<file path="src/rtl/calc_operand_sequencer.sv">
// ---------------------------------------------------------------------------
// calc_operand_sequencer
//
// Purpose
//   Front-end sequencer for the calculator ALU. It accumulates decimal keypad
//   digits into two 8-bit operands (A, B), latches the operator, and on '='
//   raises exactly one ALU enable for EXEC_CYCLES cycles. The ALU result is
//   captured on the last EXEC cycle and presented to the display stage as a
//   zero-extended 16-bit value with a one-cycle result_valid pulse, or the
//   sequencer parks in ERR if the ALU flags an error.
//
// Parameters
//   MAX_DIGITS   decimal digits accepted per operand; extra digits ignored
//   EXEC_CYCLES  cycles the ALU enable is held before capture (>= 1)
//
// Build option
//   CALC_CHAIN_EN  when defined, an operator pressed in DONE chains the last
//                  result into A (or goes to ERR if the result exceeds 255).
//                  When undefined, operators in DONE are ignored.
//
// Ports
//   clk           in   1   system clock, rising edge
//   rst_n         in   1   synchronous active-low reset
//   key_valid     in   1   one-cycle key strobe
//   key_type      in   2   00 digit, 01 operator, 10 equals, 11 clear
//   key_val       in   4   digit 0-9, or operator 0 add/1 sub/2 mul/3 div
//   key_ready     out  1   low while in EXEC (only clear is honoured there)
//   A, B          out  8   registered operands to the ALU
//   enable_add/sub/mul/div out 1  one-hot ALU enables, high only in EXEC
//   result_add    in   9   ALU results
//   result_sub    in   8
//   result_mul    in   16
//   result_div    in   8
//   alu_error     in   1   ALU error (sub borrow / divide by zero)
//   result        out  16  captured result
//   result_valid  out  1   one-cycle pulse when result is updated
//   error         out  1   high while in ERR
//   state_dbg     out  3   current state encoding
// ---------------------------------------------------------------------------
module calc_operand_sequencer #(
    parameter int MAX_DIGITS  = 3,
    parameter int EXEC_CYCLES = 1
) (
    input  logic        clk,
    input  logic        rst_n,
    input  logic        key_valid,
    input  logic [1:0]  key_type,
    input  logic [3:0]  key_val,
    output logic        key_ready,
    output logic [7:0]  A,
    output logic [7:0]  B,
    output logic        enable_add,
    output logic        enable_sub,
    output logic        enable_mul,
    output logic        enable_div,
    input  logic [8:0]  result_add,
    input  logic [7:0]  result_sub,
    input  logic [15:0] result_mul,
    input  logic [7:0]  result_div,
    input  logic        alu_error,
    output logic [15:0] result,
    output logic        result_valid,
    output logic        error,
    output logic [2:0]  state_dbg
);

    typedef enum logic [2:0] {
        ST_ENTER_A = 3'd0,
        ST_ENTER_B = 3'd1,
        ST_EXEC    = 3'd2,
        ST_DONE    = 3'd3,
        ST_ERR     = 3'd4
    } state_t;

    localparam logic [1:0] KEY_DIGIT = 2'b00;
    localparam logic [1:0] KEY_OP    = 2'b01;
    localparam logic [1:0] KEY_EQ    = 2'b10;
    localparam logic [1:0] KEY_CLR   = 2'b11;

    localparam logic [1:0] OP_ADD = 2'd0;
    localparam logic [1:0] OP_SUB = 2'd1;
    localparam logic [1:0] OP_MUL = 2'd2;

    localparam int CNT_W  = $clog2(MAX_DIGITS + 1);
    localparam int EXEC_W = (EXEC_CYCLES > 1) ? $clog2(EXEC_CYCLES) : 1;

    localparam logic [CNT_W-1:0]  CNT_MAX   = CNT_W'(MAX_DIGITS);
    localparam logic [CNT_W-1:0]  CNT_ONE   = CNT_W'(1);
    localparam logic [EXEC_W-1:0] EXEC_LAST = EXEC_W'(EXEC_CYCLES - 1);
    localparam logic [EXEC_W-1:0] EXEC_ONE  = EXEC_W'(1);

    // -----------------------------------------------------------------------
    // State and datapath registers
    // -----------------------------------------------------------------------
    state_t              state_reg,        state_next;
    logic [7:0]          a_reg,            a_next;
    logic [7:0]          b_reg,            b_next;
    logic [CNT_W-1:0]    a_cnt_reg,        a_cnt_next;
    logic [CNT_W-1:0]    b_cnt_reg,        b_cnt_next;
    logic [1:0]          op_reg,           op_next;
    logic [EXEC_W-1:0]   exec_cnt_reg,     exec_cnt_next;
    logic [15:0]         result_reg,       result_next;
    logic                result_valid_reg, result_valid_next;

    // -----------------------------------------------------------------------
    // Helpers shared by the next-state logic
    // -----------------------------------------------------------------------
    logic [7:0]       acc_sel;
    logic [CNT_W-1:0] cnt_sel;
    logic [11:0]      acc_wide;
    logic             digit_ok;
    logic             digit_room;
    logic             op_ok;
    logic             exec_last;
    logic [15:0]      capture_val;

    // Digits go to B only while entering B; everywhere else the target is A.
    assign acc_sel    = (state_reg == ST_ENTER_B) ? b_reg : a_reg;
    assign cnt_sel    = (state_reg == ST_ENTER_B) ? b_cnt_reg : a_cnt_reg;
    // 12 bits holds 255*10+9, so overflow past 255 is detectable exactly.
    assign acc_wide   = ({4'd0, acc_sel} * 12'd10) + {8'd0, key_val};
    assign digit_ok   = (key_val <= 4'd9);
    assign digit_room = (cnt_sel < CNT_MAX);
    assign op_ok      = (key_val[3:2] == 2'b00);
    assign exec_last  = (exec_cnt_reg == EXEC_LAST);

    always_comb begin
        capture_val = 16'd0;
        case (op_reg)
            OP_ADD:  capture_val = {7'd0, result_add};
            OP_SUB:  capture_val = {8'd0, result_sub};
            OP_MUL:  capture_val = result_mul;
            default: capture_val = {8'd0, result_div};
        endcase
    end

    // -----------------------------------------------------------------------
    // State register
    // -----------------------------------------------------------------------
    always_ff @(posedge clk) begin
        if (!rst_n) begin
            state_reg        <= ST_ENTER_A;
            a_reg            <= 8'd0;
            b_reg            <= 8'd0;
            a_cnt_reg        <= '0;
            b_cnt_reg        <= '0;
            op_reg           <= OP_ADD;
            exec_cnt_reg     <= '0;
            result_reg       <= 16'd0;
            result_valid_reg <= 1'b0;
        end else begin
            state_reg        <= state_next;
            a_reg            <= a_next;
            b_reg            <= b_next;
            a_cnt_reg        <= a_cnt_next;
            b_cnt_reg        <= b_cnt_next;
            op_reg           <= op_next;
            exec_cnt_reg     <= exec_cnt_next;
            result_reg       <= result_next;
            result_valid_reg <= result_valid_next;
        end
    end

    // -----------------------------------------------------------------------
    // Next-state logic
    // -----------------------------------------------------------------------
    always_comb begin
        state_next        = state_reg;
        a_next            = a_reg;
        b_next            = b_reg;
        a_cnt_next        = a_cnt_reg;
        b_cnt_next        = b_cnt_reg;
        op_next           = op_reg;
        exec_cnt_next     = exec_cnt_reg;
        result_next       = result_reg;
        result_valid_next = 1'b0;

        if (key_valid && (key_type == KEY_CLR)) begin
            // Clear beats everything, including an EXEC in progress; the
            // last displayed result is deliberately kept.
            state_next    = ST_ENTER_A;
            a_next        = 8'd0;
            b_next        = 8'd0;
            a_cnt_next    = '0;
            b_cnt_next    = '0;
            op_next       = OP_ADD;
            exec_cnt_next = '0;
        end else begin
            case (state_reg)
                ST_ENTER_A: begin
                    if (key_valid) begin
                        case (key_type)
                            KEY_DIGIT: begin
                                // Digit limit is checked first: a 4th digit is
                                // dropped silently rather than overflowing.
                                if (digit_ok && digit_room) begin
                                    if (acc_wide > 12'd255) begin
                                        state_next = ST_ERR;
                                    end else begin
                                        a_next     = acc_wide[7:0];
                                        a_cnt_next = a_cnt_reg + CNT_ONE;
                                    end
                                end
                            end
                            KEY_OP: begin
                                if (op_ok && (a_cnt_reg != '0)) begin
                                    op_next    = key_val[1:0];
                                    state_next = ST_ENTER_B;
                                end
                            end
                            default: ;
                        endcase
                    end
                end

                ST_ENTER_B: begin
                    if (key_valid) begin
                        case (key_type)
                            KEY_DIGIT: begin
                                if (digit_ok && digit_room) begin
                                    if (acc_wide > 12'd255) begin
                                        state_next = ST_ERR;
                                    end else begin
                                        b_next     = acc_wide[7:0];
                                        b_cnt_next = b_cnt_reg + CNT_ONE;
                                    end
                                end
                            end
                            KEY_OP: begin
                                // Operator may be changed until B entry starts.
                                if (op_ok && (b_cnt_reg == '0)) begin
                                    op_next = key_val[1:0];
                                end
                            end
                            KEY_EQ: begin
                                if (b_cnt_reg != '0) begin
                                    state_next    = ST_EXEC;
                                    exec_cnt_next = '0;
                                end
                            end
                            default: ;
                        endcase
                    end
                end

                ST_EXEC: begin
                    if (exec_last) begin
                        if (alu_error) begin
                            state_next = ST_ERR;
                        end else begin
                            result_next       = capture_val;
                            result_valid_next = 1'b1;
                            state_next        = ST_DONE;
                        end
                    end else begin
                        exec_cnt_next = exec_cnt_reg + EXEC_ONE;
                    end
                end

                ST_DONE: begin
                    if (key_valid) begin
                        if ((key_type == KEY_DIGIT) && digit_ok) begin
                            // A fresh digit starts a brand-new calculation.
                            state_next = ST_ENTER_A;
                            a_next     = {4'd0, key_val};
                            a_cnt_next = CNT_ONE;
                            b_next     = 8'd0;
                            b_cnt_next = '0;
                        end
`ifdef CALC_CHAIN_EN
                        else if ((key_type == KEY_OP) && op_ok) begin
                            if (result_reg > 16'd255) begin
                                state_next = ST_ERR;
                            end else begin
                                a_next     = result_reg[7:0];
                                a_cnt_next = CNT_ONE;
                                b_next     = 8'd0;
                                b_cnt_next = '0;
                                op_next    = key_val[1:0];
                                state_next = ST_ENTER_B;
                            end
                        end
`endif
                    end
                end

                ST_ERR: ;   // only clear (handled above) leaves ERR

                default: state_next = ST_ENTER_A;
            endcase
        end
    end

    // -----------------------------------------------------------------------
    // Outputs
    // -----------------------------------------------------------------------
    logic [3:0] enable_vec;

    generate
        for (genvar gi = 0; gi < 4; gi++) begin : g_enable
            assign enable_vec[gi] = (state_reg == ST_EXEC) && (op_reg == 2'(gi));
        end
    endgenerate

    assign enable_add   = enable_vec[0];
    assign enable_sub   = enable_vec[1];
    assign enable_mul   = enable_vec[2];
    assign enable_div   = enable_vec[3];

    assign key_ready    = (state_reg != ST_EXEC);
    assign A            = a_reg;
    assign B            = b_reg;
    assign result       = result_reg;
    assign result_valid = result_valid_reg;
    assign error        = (state_reg == ST_ERR);
    assign state_dbg    = state_reg;

endmodule

</file>
<file path="config.mk">
export PLATFORM = sky130hd
export DESIGN_NAME = calc_operand_sequencer
export DESIGN_NICKNAME = d
export VERILOG_FILES = /design/src/rtl/calc_operand_sequencer.sv
export SDC_FILE = /design/constraint.sdc
export NUM_CORES = 1
export LEC_CHECK = 0
export CAP_MARGIN = 20
export CORE_MARGIN = 3
export CORE_UTILIZATION = 35
export CTS_BUF_LIST = sky130_fd_sc_hd__clkbuf_8
export CTS_CLUSTER_DIAMETER = 60
export DETAILED_ROUTE_END_ITERATION = 6
export GPL_TIMING_DRIVEN = 0
export PLACE_DENSITY = 0.72
export SKIP_LAST_GASP = 1
export SYNTH_ARGS = -nofsm -noshare
export SYNTH_HDL_FRONTEND = slang
export SYNTH_SLANG_ARGS = --single-unit
export TNS_END_PERCENT = 50
</file>
<file path="constraint.sdc">
create_clock -name clk -period 5.1 [get_ports clk]
set_input_delay 0.51 -clock clk [delete_from_list [all_inputs] [get_ports clk]]
set_output_delay 0.51 -clock clk [all_outputs]
set_load 0.005 [all_outputs]
</file>
==> impl_metrics.csv, run 1 <==
group,metric,value,unit
final_layout,drive_above_1_share,7.55,%
outcome,status,"complete, no violations",
worst_setup_path,crit_fanout,10,
yosys,synth_cells,325,
detailed_routing,route.final.wire_length,8180,µm
sta,finalHoldViolations,0,
yosys,synthDistinctLibCells,56,
yosys,synth_most_common_cell,"sky130_fd_sc_hd__nand2_1",
yosys,number_of_enable_flip_flop_cells_after_synthesis,0,
place,post-dp-hpwl,6570,µm
worst_setup_path,cell_chain_of_the_critical_path,"nor3b_2 > clkbuf_1 > mux2_2 > ha_1 > ha_1 > fa_1 > or4b_1 > o31ai_1 > and3_1 > nand3_2 > o21ai_4 > mux2i_1",
worst_hold_path,hold_path_class,"reg -> reg",
worst_setup_path,worst_path_most_repeated_cell,"sky130_fd_sc_hd__ha_1",
detailed_routing,drc_errors,0,
pwr,irDropWorstVdd,0.109,mV
yosys,share_of_synthesized_cell_area_in_full_adder_half_adder_and_majority_cells,7.60,%
final_layout,largest_register_ffs,16,
sta,totalNegativeSetupSlack,0,ns
sta,rsz_0062_raised_after_global_routing,"no",
yosys,synth_top_area_share,29.7,%
yosys,synth_area_in_simple_gates,23.7,%
floorplan,die_w,95.9,µm
pwr,net-switching-power,0.000163,W
yosys,synthArstFlopShare,0,%
pwr,seq_power_share,47.5,%
grt,vias_in_the_first_global_route,2801,
grt,grt_max_degree,14,
sta,max_freq,211,MHz
cts,postCtsResizedCells,0,
pwr,power.share.switching,23.5,%
floorplan,io_pins,93,
grt,grt_pass1_wl,13200,µm
final_layout,num_antenna_cells,0,
sta,postLayoutSetupSlackWorst,0.367,ns
yosys,synth_compound_gate_area_share,14.1,%
cts,clk_pin_slew,0.08,ns
yosys,synth.cells.most_frequent,"63 x sky130_fd_sc_hd__nand2_1, 42 x sky130_fd_sc_hd__dfxtp_1, 26 x sky130_fd_sc_hd__mux2i_1",
pwr,p_total,0.000696,W
yosys,cell_taking_the_most_area_after_synthesis,"sky130_fd_sc_hd__dfxtp_1",
yosys,ys_dominant_reg_cell,"sky130_fd_sc_hd__dfxtp_1",
final_layout,area.growth.synth_to_final,40.5,%
cts,htree_depth,2,
worst_setup_path,setup.worst_path.start_class,"flip-flop",
worst_setup_path,critPathKind,"reg -> reg",
grt,grtUsageTotal,18.2,%
yosys,yosys_warnings,0,
worst_setup_path,critical_path_required,5.32,ns
cts,post-cts-setup-buffer-count,0,
pwr,combinationalPowerShare,14.3,%
detailed_routing,via_count,2790,
grt,globalRouteOverflowTotal,0,
yosys,synthMuxAreaShare,17.6,%
yosys,syn_area,2830,µm²
pwr,p_clk_share,38.1,%
yosys,syn_avg_cell_area,8.71,µm²
place,routability_cong,0.874,
yosys,yosysSeqAreaShare,29.7,%
cts,tritoncts_clock_tree,"done",
pwr,power.internal,0.000533,W
place,detailedPlace.worstSlack,0.383,ns
cts,hold_buffers,0,
sta,fin_skew,0.00836,ns
place,io_buffers,91,
floorplan,die_height,95.9,µm
cts,clk_latency,0.30,ns
cts,clock-sinks,42,
yosys,dominant_combinational_cell_family_by_area_after_synthesis,"simple AND/OR/NAND/NOR gates",
sta,worst_pin_slew,0.644,ns
cts,cts_root_buffer,"sky130_fd_sc_hd__clkbuf_8",
detailed_routing,drt_iter0_drc,113,
final_layout,fin_area,3980,µm²
detailed_routing,route.antenna.remaining_nets,0,
pwr,power.leakage,1.44,nW
grt,grt_antenna_before_repair,0,
floorplan,placementRows,32,
sta,setup_viol_count_final,0,
worst_setup_path,cp-end-kind,"flip-flop",
sta,min_period,4.73,ns
cts,cts.path.max_buffers,2,
yosys,post_synth_xor_area_fraction,2.47,%
place,postPlaceCellArea,3870,µm²
worst_setup_path,critPathSlowestCell,"sky130_fd_sc_hd__clkbuf_1",
pwr,ratio_of_total_power_to_cell_area,175,nW/µm²
detailed_routing,wire_per_inst,15.6,µm
flow_run,timing.max_cap.violations,0,
floorplan,design.core.area,7810,µm²
yosys,yosys_register_bits,42,
detailed_routing,route.detailed.vias_per_inst,5.30,
worst_setup_path,cp_slowest_stage_delay,0.56,ns
yosys,synth_area_leaders,"sky130_fd_sc_hd__dfxtp_1 30%, sky130_fd_sc_hd__mux2i_1 9.2%, sky130_fd_sc_hd__nand2_1 8.4%",
detailed_routing,drt_first_pass_iters,4,
worst_setup_path,worstPathArrival,4.96,ns
yosys,net_count_of_the_mapped_netlist,392,
floorplan,die_area,9210,µm²
sta,max-slew-margin-rel,57.1,%
sta,report.final.slew_viol_count,0,
final_layout,finalNetCount,490,
floorplan,initial_standard_cell_utilization_of_the_core,36.3,%
sta,final_min_period_over_clock_period,92.8,%
cts,cts_bufs_inserted,5,
final cells by class:
| class | count | area, µm² |
|---|---|---|
| fillers | 773 | 3830 |
| multi-input cells | 253 | 1850 |
| repair buffers | 91 | 911 |
| flip-flops and latches | 42 | 841 |
| well taps | 102 | 128 |
| plain buffers | 16 | 83.8 |
| clock buffers | 5 | 68.8 |
| inverters | 14 | 52.6 |
| clock inverters | 3 | 40.0 |
per-stage QoR:
stage               hold slack, ns  util [%]  std cells
floorplan                    0.451         -        325
global placement             0.448      49.6        518
finish                       0.462      51.0        526
global route                 0.498      51.0        526
CTS                          0.467      51.0        526
detailed placement           0.456      49.6        518
final timing paths:
path / end / slack (ns) / start / depth (start not counted)
setup / recovery: B[2] / 0.37 / state_dbg[0] / 12
hold / removal: result[12] / 0.46 / result[12] / 2
setup reg to reg: B[2] / 0.37 / state_dbg[0] / 12
hold reg to reg: result[12] / 0.46 / result[12] / 2
layer usage:
| metal | part of all wire (%) | vias to the layer above | track usage [%] |
|---|---|---|---|
| li1 | - | 1355 | - |
| met1 | 42 | 1325 | 20.9 |
| met2 | 49 | 101 | 33.8 |
| met3 | 8.5 | 9 | 4.46 |
| met4 | 0.77 | 0 | 3.79 |
| met5 | 0 | - | 0 |
power groups by stage:
stage           logic, W  clock network [W]  registers (W)
6_report       0.0000998           0.000265       0.000331
2_1_floorplan  0.0000443                  0       0.000338
5_1_grt         0.000108           0.000283       0.000331
3_5_place_dp   0.0000998                  0       0.000339
4_1_cts         0.000100           0.000270       0.000331
3_3_place_gp   0.0000987                  0       0.000338
cells by family (layout without fill, tap and decap cells):
family                     count (synthesis)  in the layout
and+or+nand+nor                          133            133
AOI/OAI and AO/OA                         57             57
adders and majority gates                 16             16
xor gates and xnor gates                   8              8
muxes                                     39             39
DFF                                       42             42
buffers and inverters                     30            129
layout by cell type (no fill, tap or decap), types with 2 or more instances in the layout:
cell type / netlist / final
sky130_fd_sc_hd__xor2_1: 4 / 4
sky130_fd_sc_hd__mux4_2: 8 / 8
sky130_fd_sc_hd__clkbuf_1: 11 / 11
sky130_fd_sc_hd__inv_1: 14 / 14
sky130_fd_sc_hd__mux2i_1: 26 / 26
sky130_fd_sc_hd__nand4_1: 2 / 2
sky130_fd_sc_hd__o211ai_1: 5 / 5
sky130_fd_sc_hd__or4b_1: 2 / 2
sky130_fd_sc_hd__nand2b_1: 3 / 3
sky130_fd_sc_hd__nand2_1: 63 / 63
sky130_fd_sc_hd__o31ai_1: 3 / 3
sky130_fd_sc_hd__xnor2_1: 4 / 4
sky130_fd_sc_hd__fa_1: 2 / 2
sky130_fd_sc_hd__ha_1: 14 / 14
sky130_fd_sc_hd__a21oi_1: 13 / 13
sky130_fd_sc_hd__clkinv_2: 0 / 2
sky130_fd_sc_hd__and2_1: 2 / 2
sky130_fd_sc_hd__a21boi_0: 16 / 16
sky130_fd_sc_hd__nor2b_1: 5 / 5
sky130_fd_sc_hd__clkbuf_8: 1 / 6
sky130_fd_sc_hd__nor3_1: 4 / 4
sky130_fd_sc_hd__o21ai_0: 6 / 6
sky130_fd_sc_hd__clkdlybuf4s50_1: 0 / 91
sky130_fd_sc_hd__nand3_1: 14 / 14
sky130_fd_sc_hd__nand3b_1: 3 / 3
sky130_fd_sc_hd__a21o_1: 3 / 3
sky130_fd_sc_hd__mux2_2: 4 / 4
sky130_fd_sc_hd__nor2_1: 15 / 15
sky130_fd_sc_hd__or4_1: 2 / 2
sky130_fd_sc_hd__o31a_1: 2 / 2
sky130_fd_sc_hd__dfxtp_1: 42 / 42
sky130_fd_sc_hd__nor3b_1: 2 / 2
sky130_fd_sc_hd__and3_1: 5 / 5
critical path, delay by kind of cell, from the launching register on:
kind,cells,cell delay [ns]
AOI/OAI and AO/OA,2,0.63
and+or+nand+nor,4,1.38
DFF,1,0.44
buffers and inverters,1,0.56
adders and majority gates,3,0.98
muxes,2,0.68
Power figures use the tool's default switching activity.
==> inputs of run 2 (changes only) <==
- CORE_MARGIN: 3 -> 1.5
- GPL_TIMING_DRIVEN: 0 -> not set
==> run 2 against run 1 <==
Effect of this change:
- sequential cell count stayed put
- sequential power hardly changed
- register-to-register slack gained 0.27 ns
- clock power shrank 20%
- global-route usage grew 0.21 points
- cell count decreased by 2.5%
- total power fell by 8.0%
- hold slack improved by 0.0041 ns
- combinational power down 3.1%
- critical path type unchanged
- largest power group unchanged
- highest routed layer unchanged
==> impl_metrics.csv, run 2 (same netlist as run 1, synthesis figures left out) <==
group,metric,value,unit
detailed_routing,via_count,2684,
detailed_routing,route.detailed.vias_per_inst,5.23,
grt,globalRouteOverflowTotal,0,
final_layout,area.growth.synth_to_final,37.6,%
grt,grt_antenna_before_repair,0,
final_layout,postLayoutCoreUtil,50.2,%
detailed_routing,topRoutingLayerUsed,"met4",
pwr,power.leakage,1.41,nW
floorplan,placementRows,32,
worst_hold_path,min_delay_startpoint,"result[5]",
worst_setup_path,critPathKind,"reg -> reg",
cts,clk_pin_slew,0.08,ns
cts,post-cts-setup-buffer-count,0,
worst_setup_path,critPathSlowestCell,"sky130_fd_sc_hd__dfxtp_1",
sta,worst_pin_slew,0.860,ns
cts,cts_bufs_inserted,5,
pwr,p_total,0.000640,W
outcome,status,"complete, no violations",
final_layout,largest_register_ffs,16,
sta,fin_skew,0.00742,ns
pwr,irDropWorstVdd,0.0806,mV
cts,tritoncts_clock_tree,"done",
detailed_routing,routed-wl-met3,549,µm
final_layout,finalNetCount,477,
worst_setup_path,worst_path_most_repeated_cell,"sky130_fd_sc_hd__ha_1",
cts,cts.path.max_buffers,2,
sta,finalHoldViolations,0,
worst_setup_path,rr_worst_depth,11,
place,io_buffers,92,
floorplan,io_pins,93,
cts,clk_latency,0.29,ns
place,place.detailed.instances,505,
sta,report.final.slew_viol_count,0,
detailed_routing,route.final.wire_length,7820,µm
worst_hold_path,worstHoldPathCells,2,
sta,final_min_period_over_clock_period,87.5,%
sta,min_period,4.46,ns
worst_hold_path,hold_path_class,"reg -> reg",
floorplan,die_area,8640,µm²
grt,grt_max_degree,25,
detailed_routing,drt_first_pass_iters,4,
final_layout,layout.cells.most_common,"sky130_fd_sc_hd__clkdlybuf4s50_1",
worst_setup_path,cp_slowest_stage_delay,0.58,ns
cts,hold_buffers,0,
worst_setup_path,crit_fanout,14,
sta,max-slew-margin-rel,42.7,%
grt,grtUsageTotal,18.4,%
worst_setup_path,cell_chain_of_the_critical_path,"nor3b_2 > mux2_2 > ha_1 > ha_1 > fa_1 > nand2_1 > or2_4 > nor4_4 > mux2i_2 > o31a_1 > mux2i_1",
final_layout,num_antenna_cells,0,
detailed_routing,drc_errors,0,
detailed_routing,route.antenna.remaining_nets,0,
cts,clock-sinks,42,
place,post-dp-hpwl,6110,µm
sta,setup_viol_count_final,0,
floorplan,die_w,92.9,µm
grt,grt_pass1_wl,12700,µm
worst_setup_path,critical_path.reg2reg.startpoint,"state_dbg[0]",
sta,rsz_0062_raised_after_global_routing,"no",
detailed_routing,met2_wirelength,3610,µm
sta,timing.hold.ws,0.466,ns
grt,vias_in_the_first_global_route,2637,
worst_setup_path,setup.reg_to_reg.worst_slack,0.64,ns
cts,cts_root_buffer,"sky130_fd_sc_hd__clkbuf_8",
floorplan,design.core.area,7770,µm²
floorplan,die_height,92.9,µm
place,routability_cong,0.956,
detailed_routing,met1_length,3490,µm
worst_setup_path,cp-end-kind,"flip-flop",
sta,max_freq,224,MHz
worst_setup_path,worstPathArrival,4.68,ns
cts,htree_depth,2,
cts,postCtsResizedCells,0,
detailed_routing,drt_iter0_drc,69,
final_layout,final-instance-count-excl-fill,513,
worst_setup_path,critPathLaunch,"state_dbg[0]",
detailed_routing,wire_per_inst,15.2,µm
floorplan,initial_standard_cell_utilization_of_the_core,36.5,%
pwr,ratio_of_total_power_to_cell_area,164,nW/µm²
final_layout,layout.cells.most_common_list,"92 x sky130_fd_sc_hd__clkdlybuf4s50_1, 63 x sky130_fd_sc_hd__nand2_1, 42 x sky130_fd_sc_hd__dfxtp_1",
worst_setup_path,critical_path_required,5.32,ns
sta,totalNegativeSetupSlack,0,ns
flow_run,timing.max_cap.violations,0,
final_layout,drive_above_1_share,6.81,%
worst_setup_path,setup.worst_path.start_class,"flip-flop",
==> run 2: changes by cell type in the layout (fill, tap and decap cells not counted) <==
cell	previous run	this run
sky130_fd_sc_hd__buf_2	1	0
sky130_fd_sc_hd__buf_4	1	2
sky130_fd_sc_hd__buf_6	1	0
sky130_fd_sc_hd__bufinv_16	1	0
sky130_fd_sc_hd__clkbuf_1	11	0
sky130_fd_sc_hd__clkbuf_2	1	0
sky130_fd_sc_hd__clkbuf_8	6	5
sky130_fd_sc_hd__clkdlybuf4s50_1	91	92
sky130_fd_sc_hd__clkinv_2	2	1
sky130_fd_sc_hd__clkinv_4	0	1
sky130_fd_sc_hd__inv_1	14	15
==> run 2: final timing paths <==
kind | endpoint
setup / recovery | a_cnt_reg[1]
hold / removal | result[5]
setup reg to reg | a_cnt_reg[1]
hold reg to reg | result[5]
==> run 2: through the flow <==
step,area [µm²],worst slack (ns)
floorplan,2830,1.01
global placement,3810,0.799
detailed placement,3810,0.658
CTS,3900,0.633
global route,3900,0.230
finish,3900,0.635
==> run 2: area by class of cell <==
type / instances / area, µm²
Timing Repair Buffer: 94 / 936
Inverter: 14 / 52.6
Clock inverter: 3 / 17.5
Sequential cell: 42 / 841
Multi-Input combinational cell: 253 / 1850
Tap cell: 102 / 128
Fill cell: 759 / 3870
Clock buffer: 5 / 68.8
==> run 2: power breakdown <==
part / internal [W] / leakage [nW] / switching, W
logic: 0.0000582 / 1.02 / 0.0000385
clock network: 0.0000947 / 0.0493 / 0.000117
registers: 0.000329 / 0.338 / 0.00000252
==> run 2: routing by layer <==
metal	vias to the layer above	GRT usage, %
met5	-	0
met4	0	6.06
met3	12	4.43
met2	105	31.2
met1	1241	22.6
li1	1326	-
==> run 2: worst max-delay path: cells and delay by family (launching register included) <==
kind                     cells  cell delay, ns
adder cells (fa/ha/maj)      3            1.09
multiplexers                 3            1.21
flip-flops                   1            0.58
AND/OR/NAND/NOR              4            0.99
AO/OA/AOI/OAI                1            0.53
